<file path="src/rtl/stopwatch_display_pkg.sv">
// Shared constants for the stopwatch 8-digit multiplexed display:
// digit count, scan phase encoding, segment table and decimal-point mask.
package stopwatch_display_pkg;

    localparam int NUM_DIGITS = 8;

    typedef enum logic {
        PH_GUARD = 1'b0,
        PH_LIT   = 1'b1
    } phase_t;

    // Active-low g..a patterns, entry n at index n.
    localparam logic [9:0][6:0] SEG_TABLE = {
        7'h10, 7'h00, 7'h78, 7'h02, 7'h12,
        7'h19, 7'h30, 7'h24, 7'h79, 7'h40
    };

    localparam logic [7:0] DP_MASK = 8'b0101_0100;

    function automatic logic [6:0] seg_of(input logic [3:0] d);
        seg_of = 7'h7F;
        if (d <= 4'd9) begin
            seg_of = SEG_TABLE[d];
        end
    endfunction

endpackage

</file>
<file path="src/rtl/stopwatch_display_bin2bcd99.sv">
// Combinational 0-99 binary to two BCD digits; inputs above 99 read as 99.
module bin2bcd99
    import stopwatch_display_pkg::*;
(
    input  logic [7:0] i_bin,
    output logic [3:0] o_tens,
    output logic [3:0] o_ones
);

    logic [7:0] w_sat;
    logic [3:0] w_tens;
    logic [7:0] w_rem;

    assign w_sat = (i_bin > 8'd99) ? 8'd99 : i_bin;

    always_comb begin
        w_tens = 4'd0;
        for (int k = 1; k < 10; k++) begin
            if (w_sat >= 8'(k * 10)) begin
                w_tens = 4'(k);
            end
        end
        w_rem = w_sat - ({4'd0, w_tens} * 8'd10);
    end

    assign o_tens = w_tens;
    assign o_ones = w_rem[3:0];

endmodule

</file>
<file path="src/rtl/stopwatch_display.sv">
// Eight-digit multiplexed LED driver for a stopwatch: snapshots the time once
// per frame, scans digits with a dark guard phase, and optionally blinks.
module stopwatch_display
    import stopwatch_display_pkg::*;
#(
    parameter int BLANK_LZ  = 1,
    parameter int BLINK_DIV = 250
) (
    input  logic       clk_1khz,
    input  logic       rst_n,
    input  logic [7:0] centisec,
    input  logic [7:0] sec,
    input  logic [7:0] min,
    input  logic [7:0] hour,
    input  logic       blink_en,
    output logic [7:0] an,
    output logic [7:0] seg
);

    localparam int BCW = (BLINK_DIV > 1) ? $clog2(BLINK_DIV) : 1;

    logic [2:0]     r_idx;
    phase_t         r_phase;
    logic [7:0]     r_snap_cs;
    logic [7:0]     r_snap_sec;
    logic [7:0]     r_snap_min;
    logic [7:0]     r_snap_hour;
    logic [BCW-1:0] r_blink_cnt;
    logic           r_blink_off;
    logic [7:0]     r_an;
    logic [7:0]     r_seg;

    logic [7:0] w_sel_byte;
    logic [3:0] w_tens;
    logic [3:0] w_ones;
    logic [3:0] w_digit;
    logic       w_blank_lz;
    logic [7:0] w_seg_lit;
    logic [7:0] w_an_lit;
    logic       w_blink_tc;

    // Pairs of digits share one snapshot byte; idx[0] picks tens over ones.
    always_comb begin
        case (r_idx[2:1])
            2'd0:    w_sel_byte = r_snap_cs;
            2'd1:    w_sel_byte = r_snap_sec;
            2'd2:    w_sel_byte = r_snap_min;
            default: w_sel_byte = r_snap_hour;
        endcase
    end

    bin2bcd99 u_bin2bcd99 (
        .i_bin  (w_sel_byte),
        .o_tens (w_tens),
        .o_ones (w_ones)
    );

    assign w_digit    = r_idx[0] ? w_tens : w_ones;
    assign w_blank_lz = (BLANK_LZ != 0) && (r_idx == 3'd7) && (w_tens == 4'd0);
    assign w_seg_lit  = w_blank_lz ? 8'hFF : {~DP_MASK[r_idx], seg_of(w_digit)};
    assign w_an_lit   = ~(8'h01 << r_idx);
    assign w_blink_tc = (r_blink_cnt == BCW'(BLINK_DIV - 1));

    always_ff @(posedge clk_1khz or negedge rst_n) begin
        if (!rst_n) begin
            r_idx       <= 3'd0;
            r_phase     <= PH_GUARD;
            r_snap_cs   <= 8'd0;
            r_snap_sec  <= 8'd0;
            r_snap_min  <= 8'd0;
            r_snap_hour <= 8'd0;
            r_blink_cnt <= '0;
            r_blink_off <= 1'b0;
            r_an        <= 8'hFF;
            r_seg       <= 8'hFF;
        end else begin
            if (r_idx == 3'd0 && r_phase == PH_GUARD) begin
                r_snap_cs   <= centisec;
                r_snap_sec  <= sec;
                r_snap_min  <= min;
                r_snap_hour <= hour;
            end

            if (r_phase == PH_LIT) begin
                r_idx   <= r_idx + 3'd1;
                r_phase <= PH_GUARD;
            end else begin
                r_phase <= PH_LIT;
            end

            if (!blink_en) begin
                r_blink_cnt <= '0;
                r_blink_off <= 1'b0;
            end else if (w_blink_tc) begin
                r_blink_cnt <= '0;
                r_blink_off <= ~r_blink_off;
            end else begin
                r_blink_cnt <= r_blink_cnt + BCW'(1);
            end

            // Outputs follow the scan state by one cycle, so digit 0 lights
            // on the edge after the snapshot is taken.
            if (r_phase == PH_GUARD || (blink_en && r_blink_off)) begin
                r_an <= 8'hFF;
            end else begin
                r_an <= w_an_lit;
            end
            r_seg <= (r_phase == PH_GUARD) ? 8'hFF : w_seg_lit;
        end
    end

    assign an  = r_an;
    assign seg = r_seg;

endmodule

</file>
<file path="config.mk">
export PLATFORM = sky130hd
export DESIGN_NAME = stopwatch_display
export DESIGN_NICKNAME = d
export VERILOG_FILES = /design/src/rtl/stopwatch_display_pkg.sv /design/src/rtl/stopwatch_display_bin2bcd99.sv /design/src/rtl/stopwatch_display.sv
export SDC_FILE = /design/constraint.sdc
export NUM_CORES = 1
export LEC_CHECK = 0
export ABC_AREA = 1
export CORE_UTILIZATION = 49
export CTS_CLUSTER_SIZE = 14
export DETAILED_ROUTE_END_ITERATION = 10
export PLACE_DENSITY = 0.82
export SYNTH_ARGS = -nofsm -noshare
export SYNTH_HDL_FRONTEND = slang
export SYNTH_HIERARCHICAL = 1
export SYNTH_SLANG_ARGS = --single-unit
</file>
<file path="constraint.sdc">
create_clock -name clk_1khz -period 3.5 [get_ports clk_1khz]
set_input_delay 0.7 -clock clk_1khz [delete_from_list [all_inputs] [get_ports clk_1khz]]
set_output_delay 0.7 -clock clk_1khz [all_outputs]
set_load 0.01 [all_outputs]
</file>
Yosys cells after proc, flatten, opt, wreduce, memory -nomap -nowiden
Memory sizes are Yosys's and may differ from the RTL's.
Index checks and enable logic that the tools add are counted.
Operators by class
  add/sub/neg operators: 3
  multipliers: 1
  magnitude comparators: 13
  eq/ne operators: 5
  shifts and indexed selects: 1
  multiplexer cells: 23
  bitwise gates (word level): 4
  reductions and logical operators: 7
Operator list (number)
  8-bit 2-to-1 mux: 6
  8-bit by 6-bit greater-or-equal comparator with 1-bit output (second input constant): 3
  8-bit by 7-bit greater-or-equal comparator with 1-bit output (second input constant): 3
  8-bit case mux with 3 select lines: 1
  8-bit by 5-bit greater-or-equal comparator with 1-bit output (second input constant): 2
  7-bit 2-to-1 mux: 2
  3-bit 2-to-1 mux: 4
  4-bit 2-to-1 mux: 3
  8-bit by 1-bit adder with 8-bit output (second input constant): 1
  8-bit == test (second input constant): 1
  8-bit by 4-bit greater-or-equal comparator with 1-bit output (second input constant): 1
  8-bit by 7-bit greater-than comparator with 1-bit output (second input constant): 1
  8-bit NOT: 1
  1-bit by 3-bit left shift with 8-bit output (first input constant): 1
  4-bit by 5-bit less-than comparator with 1-bit output (second input constant): 1
  1-bit 2-to-1 mux: 5
  4-bit less-or-equal comparator (second input constant): 1
  4-bit zero test: 1
  3-bit by 4-bit less-than comparator with 1-bit output (second input constant): 1
  4-bit by 3-bit multiplier with 3-bit output (second input constant): 1
  2-bit 2-to-1 mux: 2
  4-bit subtractor: 1
  3-bit by 1-bit adder with 3-bit output (second input constant): 1
  3-bit == test (second input constant): 1
  other kinds (8): 12
Word-level totals
  register bits after elaboration: 61
  ROM bits: 120
  input port bits: 35
  output and inout port bits: 16
  logic and storage cells: 69
  memories kept: 2
Memories
  (no name shown): words 16, width 7, rd ports 1, clocked after memory_dff 0, wr ports 0, RTL line stopwatch_display_pkg.sv:23  | seg_of = SEG_TABLE[d];
  (no name shown): words 8, width 1, rd ports 1, clocked after memory_dff 0, wr ports 0, RTL line stopwatch_display.sv:60  | assign w_seg_lit = w_blank_lz ? 8'hFF : {~DP_MASK[r_idx], seg_of(w_digit)};

Logic depth before layout (Yosys ltp)
  depth after elaboration: 22
  depth in mapped cells: 34
  depth with buffers taken out: 33

Cells and area by module
Netlist, hierarchy kept.
Modules (own cells, without submodules)
  stopwatch_display: instances 1, cells each 349, area each 3004.1 um^2, sequential area each 1546.5 um^2
  bin2bcd99: instances 1, cells each 70, area each 362.8 um^2, sequential area each 0.0 um^2

Least setup slack after synthesis
No wires, ideal clock.
  kind: register to register
  start point: reg r_idx[2]
  end point: reg r_seg[0] (netlist: seg[0])
  arrival time: 3458 ps
  data required time: 3413 ps
  slack: -45 ps
  cell stages (with the launch flop): 30
  cells stage by stage: dfrtp_1 buf_6 inv_1 nor2_4 nand2_1 nand4_1 nor2_4 nand2_1 nand2_2 nand2_4 nor3_1 a21oi_1 nand2_1 nand2_1 nand2_1 nand2_2 nand2_2 ha_1 inv_1 fa_1 xnor2_1 xor2_1 inv_1 nand3_1 nand2_1 inv_1 nand2_2 nand2_4 o21bai_4 nand3_1
On the way
  longest elaborated chain between the ends: 22
  elaborated cells between the ends (all ways): 36
Ends and longest elaborated chain
  from (decl): RTL line stopwatch_display.sv:22  | logic [2:0] r_idx;
  from (signal assigned): RTL line stopwatch_display.sv:85  | r_idx <= r_idx + 3'd1;
  2-bit == test (tied with other cells): RTL line stopwatch_display.sv:44  | case (r_idx[2:1])
  8-bit case mux with 3 select lines (*): RTL line stopwatch_display.sv:44
  net w_sel_byte[3]: RTL line stopwatch_display.sv:33  | logic [7:0] w_sel_byte;
  8-bit by 7-bit greater-than comparator with 1-bit output: RTL line stopwatch_display_bin2bcd99.sv:14  | assign w_sat = (i_bin > 8'd99) ? 8'd99 : i_bin;
  8-bit 2-to-1 mux (*): RTL line stopwatch_display_bin2bcd99.sv:14
  8-bit by 4-bit greater-or-equal comparator with 1-bit output: RTL line stopwatch_display_bin2bcd99.sv:19  | if (w_sat >= 8'(k * 10)) begin
  1-bit 2-to-1 mux: RTL line stopwatch_display_bin2bcd99.sv:19
  2-bit 2-to-1 mux (2 in series): RTL line stopwatch_display_bin2bcd99.sv:19
  (+6 left out)
  net w_tens[0]: RTL line stopwatch_display.sv:34  | logic [3:0] w_tens;
  (+1 left out)
  4-bit subtractor (*): RTL line stopwatch_display_bin2bcd99.sv:23  | w_rem = w_sat - ({4'd0, w_tens} * 8'd10);
  net w_ones[3]: RTL line stopwatch_display.sv:35  | logic [3:0] w_ones;
  4-bit 2-to-1 mux (*): RTL line stopwatch_display.sv:58  | assign w_digit = r_idx[0] ? w_tens : w_ones;
  memory 16 x 7 bit
  7-bit 2-to-1 mux (implied by the code): RTL line stopwatch_display_pkg.sv:23
  7-bit 2-to-1 mux (*): RTL line stopwatch_display_pkg.sv:22  | if (d <= 4'd9) begin
  8-bit 2-to-1 mux (*): RTL line stopwatch_display.sv:60
  8-bit 2-to-1 mux (*): RTL line stopwatch_display.sv:108  | r_seg <= (r_phase == PH_GUARD) ? 8'hFF : w_seg_lit;
  to (signal assigned): RTL line stopwatch_display.sv:108
  to (decl): RTL line stopwatch_display.sv:31  | logic [7:0] r_seg;
The timed path passes the listed nets; every way through them passes the cells marked *. The select of a mux whose other input is x is not followed.
A chain may end at the register's enable or synchronous reset.

Final worst setup path
  start point: reg r_idx[1]
  end point: reg r_seg[3] (netlist: seg[3])
Same word-level chain as after synthesis.

==> summary.txt <==
Outcome
  • Status: finished, violations left
  • Failing checks: design-rule violations, negative setup slack

Yosys
  • Synth unique cells: 30
  • Flops & latches, synth: 61
  • Synthesized instance count: 419
  • Yosys warnings: 6
  • Register area share after synthesis: 0.4593
  • Syn nets: 469
  • Syn Std Cell Area: 3367 um2
  • Avg Cell Area, Syn: 8.036 um2

Run
  • Number of max-cap violations: 0

Power and ir drop
  • VDD IR max: 0.2064 mV
  • Total power: 1.643 mW
  • Power density cells: 373.5 nW/um2
  • P_leak: 2.154 nW

Final layout
  • Number of antenna diodes: 0
  • Layout cells sized above 1: 0.2150
  • FF/Latch Area: 1549 um2
  • Count of nets after finishing: 552
  • Core Util, Final: 0.6775
  • Area of the multi-input gates: 1643 um2
  • Layout area overhead: 30.69%
  • Fillers: 522

STA
  • Clock skew: 0.01431 ns
  • Tcrit/Tclk final: 1.045
  • Setup total negative slack: -1.018 ns
  • Slew @ Worst Pin: 0.5439 ns
  • Fmax: 273.3 MHz
  • Minimum clock period: 3.659 ns
  • Slew Viols, Final: 0
  • Max_slew headroom: 0.6374
  • Final Hold Viols: 0
  • Setup violators final: 7
  • Min setup slack post-route: -0.1592 ns
  • RSZ-0062 raised after global routing: yes

Global route
  • Total congestion overflow: 0
  • Global-route wire length before repair: 12.95 mm
  • Largest net degree at the start of global routing: 35
  • Initial antenna violation count: 0
  • M1 GR Usage: 0.2577
  • GR Layer Usage met3: 0.06518
  • Vias in the first global route: 2970
  • GR peak layer: met2
  • Met2 Usage GRT: 0.4124
  • Overall Global Routing Usage: 0.2301

Setup path
  • Reg2Reg Depth: 29
  • Reg2reg end: seg[3]$_DFF_PN1_
  • Reg2Reg Setup Slack: -0.16 ns
  • Max FO, Critical Path: 7
  • CP dominant cell by count: nand2_1
  • CP Launch Type: register
  • Critical path endpoint: seg[3]$_DFF_PN1_
  • Worst r2r src: r_idx[1]$_DFFE_PN0P_
  • CP endpoint kind: register
  • Crit path arrival time: 3.92 ns
  • Req. time, crit path: 3.76 ns
  • Setup Crit Path Kind: reg2reg
  • Worst path max stage delay: 0.45 ns
  • Slowest stage cell on the critical path: dfrtp_2
  • CP startpoint: r_idx[1]$_DFFE_PN0P_

Floorplanning
  • Rows: 29
  • Height of the die: 84.90 um
  • Starting density of the core: 0.5184
  • Core area: 6495 um2
  • Die area: 7207 um2
  • Width of the die: 84.90 um
  • Top Ports: 51

Detailed routing
  • DR pass1 iterations: 8
  • Vias: 2980
  • WL final: 7.636 mm
  • DR WL/cell: 13.08 um
  • Initial DRC Count: 128
  • Post-route ant nets: 0
  • Via density: 5.103
  • # DRC: 5

Clocking
  • CTS root buf: clkbuf_8
  • Total CTS buffers: 9
  • Clk buf depth: 2
  • Clk slew on worst S/H paths: 0.08 ns
  • Clock Latency Late Sink: 0.36 ns
  • CTS tree: yes
  • Clk sinks: 61
  • H-tree levels: 3

Place
  • RePlAce Congestion: 0.9051
  • DP HPWL: 5.372 mm
  • PortBufs: 50
  • Pre-CTS setup slack: -0.1636 ns

Worst hold path
  • HP Class: in2async
## per-layer routing
metal	vias up	routed length (um)
met1	1376	3152
met5	-	0
li1	1492	-
met3	21	315
met4	0	198
met2	91	3969
## cell type report
class / instances / area share
Inverter: 41 / 0.03554
Clock buffer: 10 / 0.02900
Clock inverter: 6 / 0.01422
Multi-Input combinational cell: 304 / 0.3733
Tap cell: 77 / 0.02189
Sequential cell: 61 / 0.3520
Timing Repair Buffer: 85 / 0.1740
## synth_stat cells (all sizes together)
library cell	n	area, um2
o2111ai	1	8.760
nand2	167	674.4
a31oi	1	6.260
a21oi	4	20.02
dfstp	16	420.4
or2	1	6.260
ha	14	175.2
nand3b	1	7.510
buf	13	106.4
fa	1	20.02
xor2	4	35.03
nand4	11	68.82
o21bai	1	18.77
o31ai	1	12.51
xnor2	1	8.760
inv	41	156.4
nor2	29	160.2
nor3	4	20.02
nand3	58	290.3
o21ai	5	25.02
dfrtp	45	1126
## sequential cells by signal (all words and copies together), names as in the netlist
signal       count
an               8
r_snap_cs        8
r_idx            3
seg              8
r_blink_cnt      8
r_phase          1
r_snap_sec       8
r_snap_hour      8
r_snap_min       8
r_blink_off      1
## through the flow
step                std cells  instance area [um2]  hold slack (ns)
finish                    584                 4400           0.2488
global route              584                 4400           0.2679
CTS                       578                 4340           0.2590
detailed placement        552                 4000           0.4625
global placement          552                 4000           0.4559
floorplan                 419                 3372           0.4044
## cells by family after synthesis
group           Yosys count  share of synthesized area
buf+inv                  54                    0.07804
simple gates            271                     0.3645
compound gates           13                    0.02713
fa+ha+maj                15                    0.05797
flops                    61                     0.4593
xor+xnor                  5                    0.01301
## what timing repair did
item                                    4_1_cts  5_1_grt
endpoints found under the setup margin        7        7
hold endpoints to repair                      0        0
hold buffers                                  0        0
gates cloned                                  0        0
resized for setup                            18        5
pin swaps                                    23       18
buffers inserted                             10        6
## worst max-delay path: cells and delay by family (launching register included)
family	cells	cell delay [ns]
adders and majority gates	2	0.47
DFF	1	0.45
and+or+nand+nor	18	1.52
buffers and inverters	6	0.53
xor gates and xnor gates	2	0.41
AOI/OAI and AO/OA	1	0.19
## where the power goes
| part | internal, mW | switching (mW) |
|---|---|---|
| registers | 0.732 | 0.0158 |
| logic | 0.129 | 0.150 |
| clock network | 0.327 | 0.289 |
| total | 1.19 | 0.455 |
## placed cells by master (no fill, tap or decap), types with 2 or more instances in the layout
master / Yosys / final
a21oi_1: 4 / 4
xor2_1: 4 / 4
buf_6: 5 / 2
o21ai_1: 2 / 2
ha_1: 14 / 13
clkdlybuf4s50_1: 0 / 49
clkbuf_8: 0 / 9
nor2_4: 4 / 5
dfstp_2: 16 / 16
nor3_1: 4 / 2
nand2_4: 4 / 4
clkinvlp_4: 0 / 2
nor3_2: 0 / 2
dfrtp_1: 45 / 43
nand2_2: 7 / 8
nand4_1: 11 / 11
nand3_2: 0 / 9
inv_2: 0 / 4
nor2_1: 22 / 22
dfrtp_2: 0 / 2
buf_4: 4 / 33
nand2_1: 156 / 155
o21ai_0: 3 / 3
nand3_1: 58 / 49
inv_1: 40 / 36
## how the worst min path moves through the flow
stage,from,end,slack [ns],cells after the start
6_report,rst_n,r_blink_cnt[6]$_DFF_PN0_,0.25,1
5_1_grt,rst_n,r_blink_cnt[6]$_DFF_PN0_,0.27,1
4_1_cts,rst_n,r_blink_cnt[6]$_DFF_PN0_,0.26,1
3_5_place_dp,r_snap_hour[3]$_DFFE_PN0P_,r_snap_hour[3]$_DFFE_PN0P_,0.46,2
3_3_place_gp,r_snap_hour[3]$_DFFE_PN0P_,r_snap_hour[3]$_DFFE_PN0P_,0.46,2
2_1_floorplan,rst_n,r_blink_cnt[0]$_DFF_PN0_,0.40,0
(Power assumes the default switching activity.)
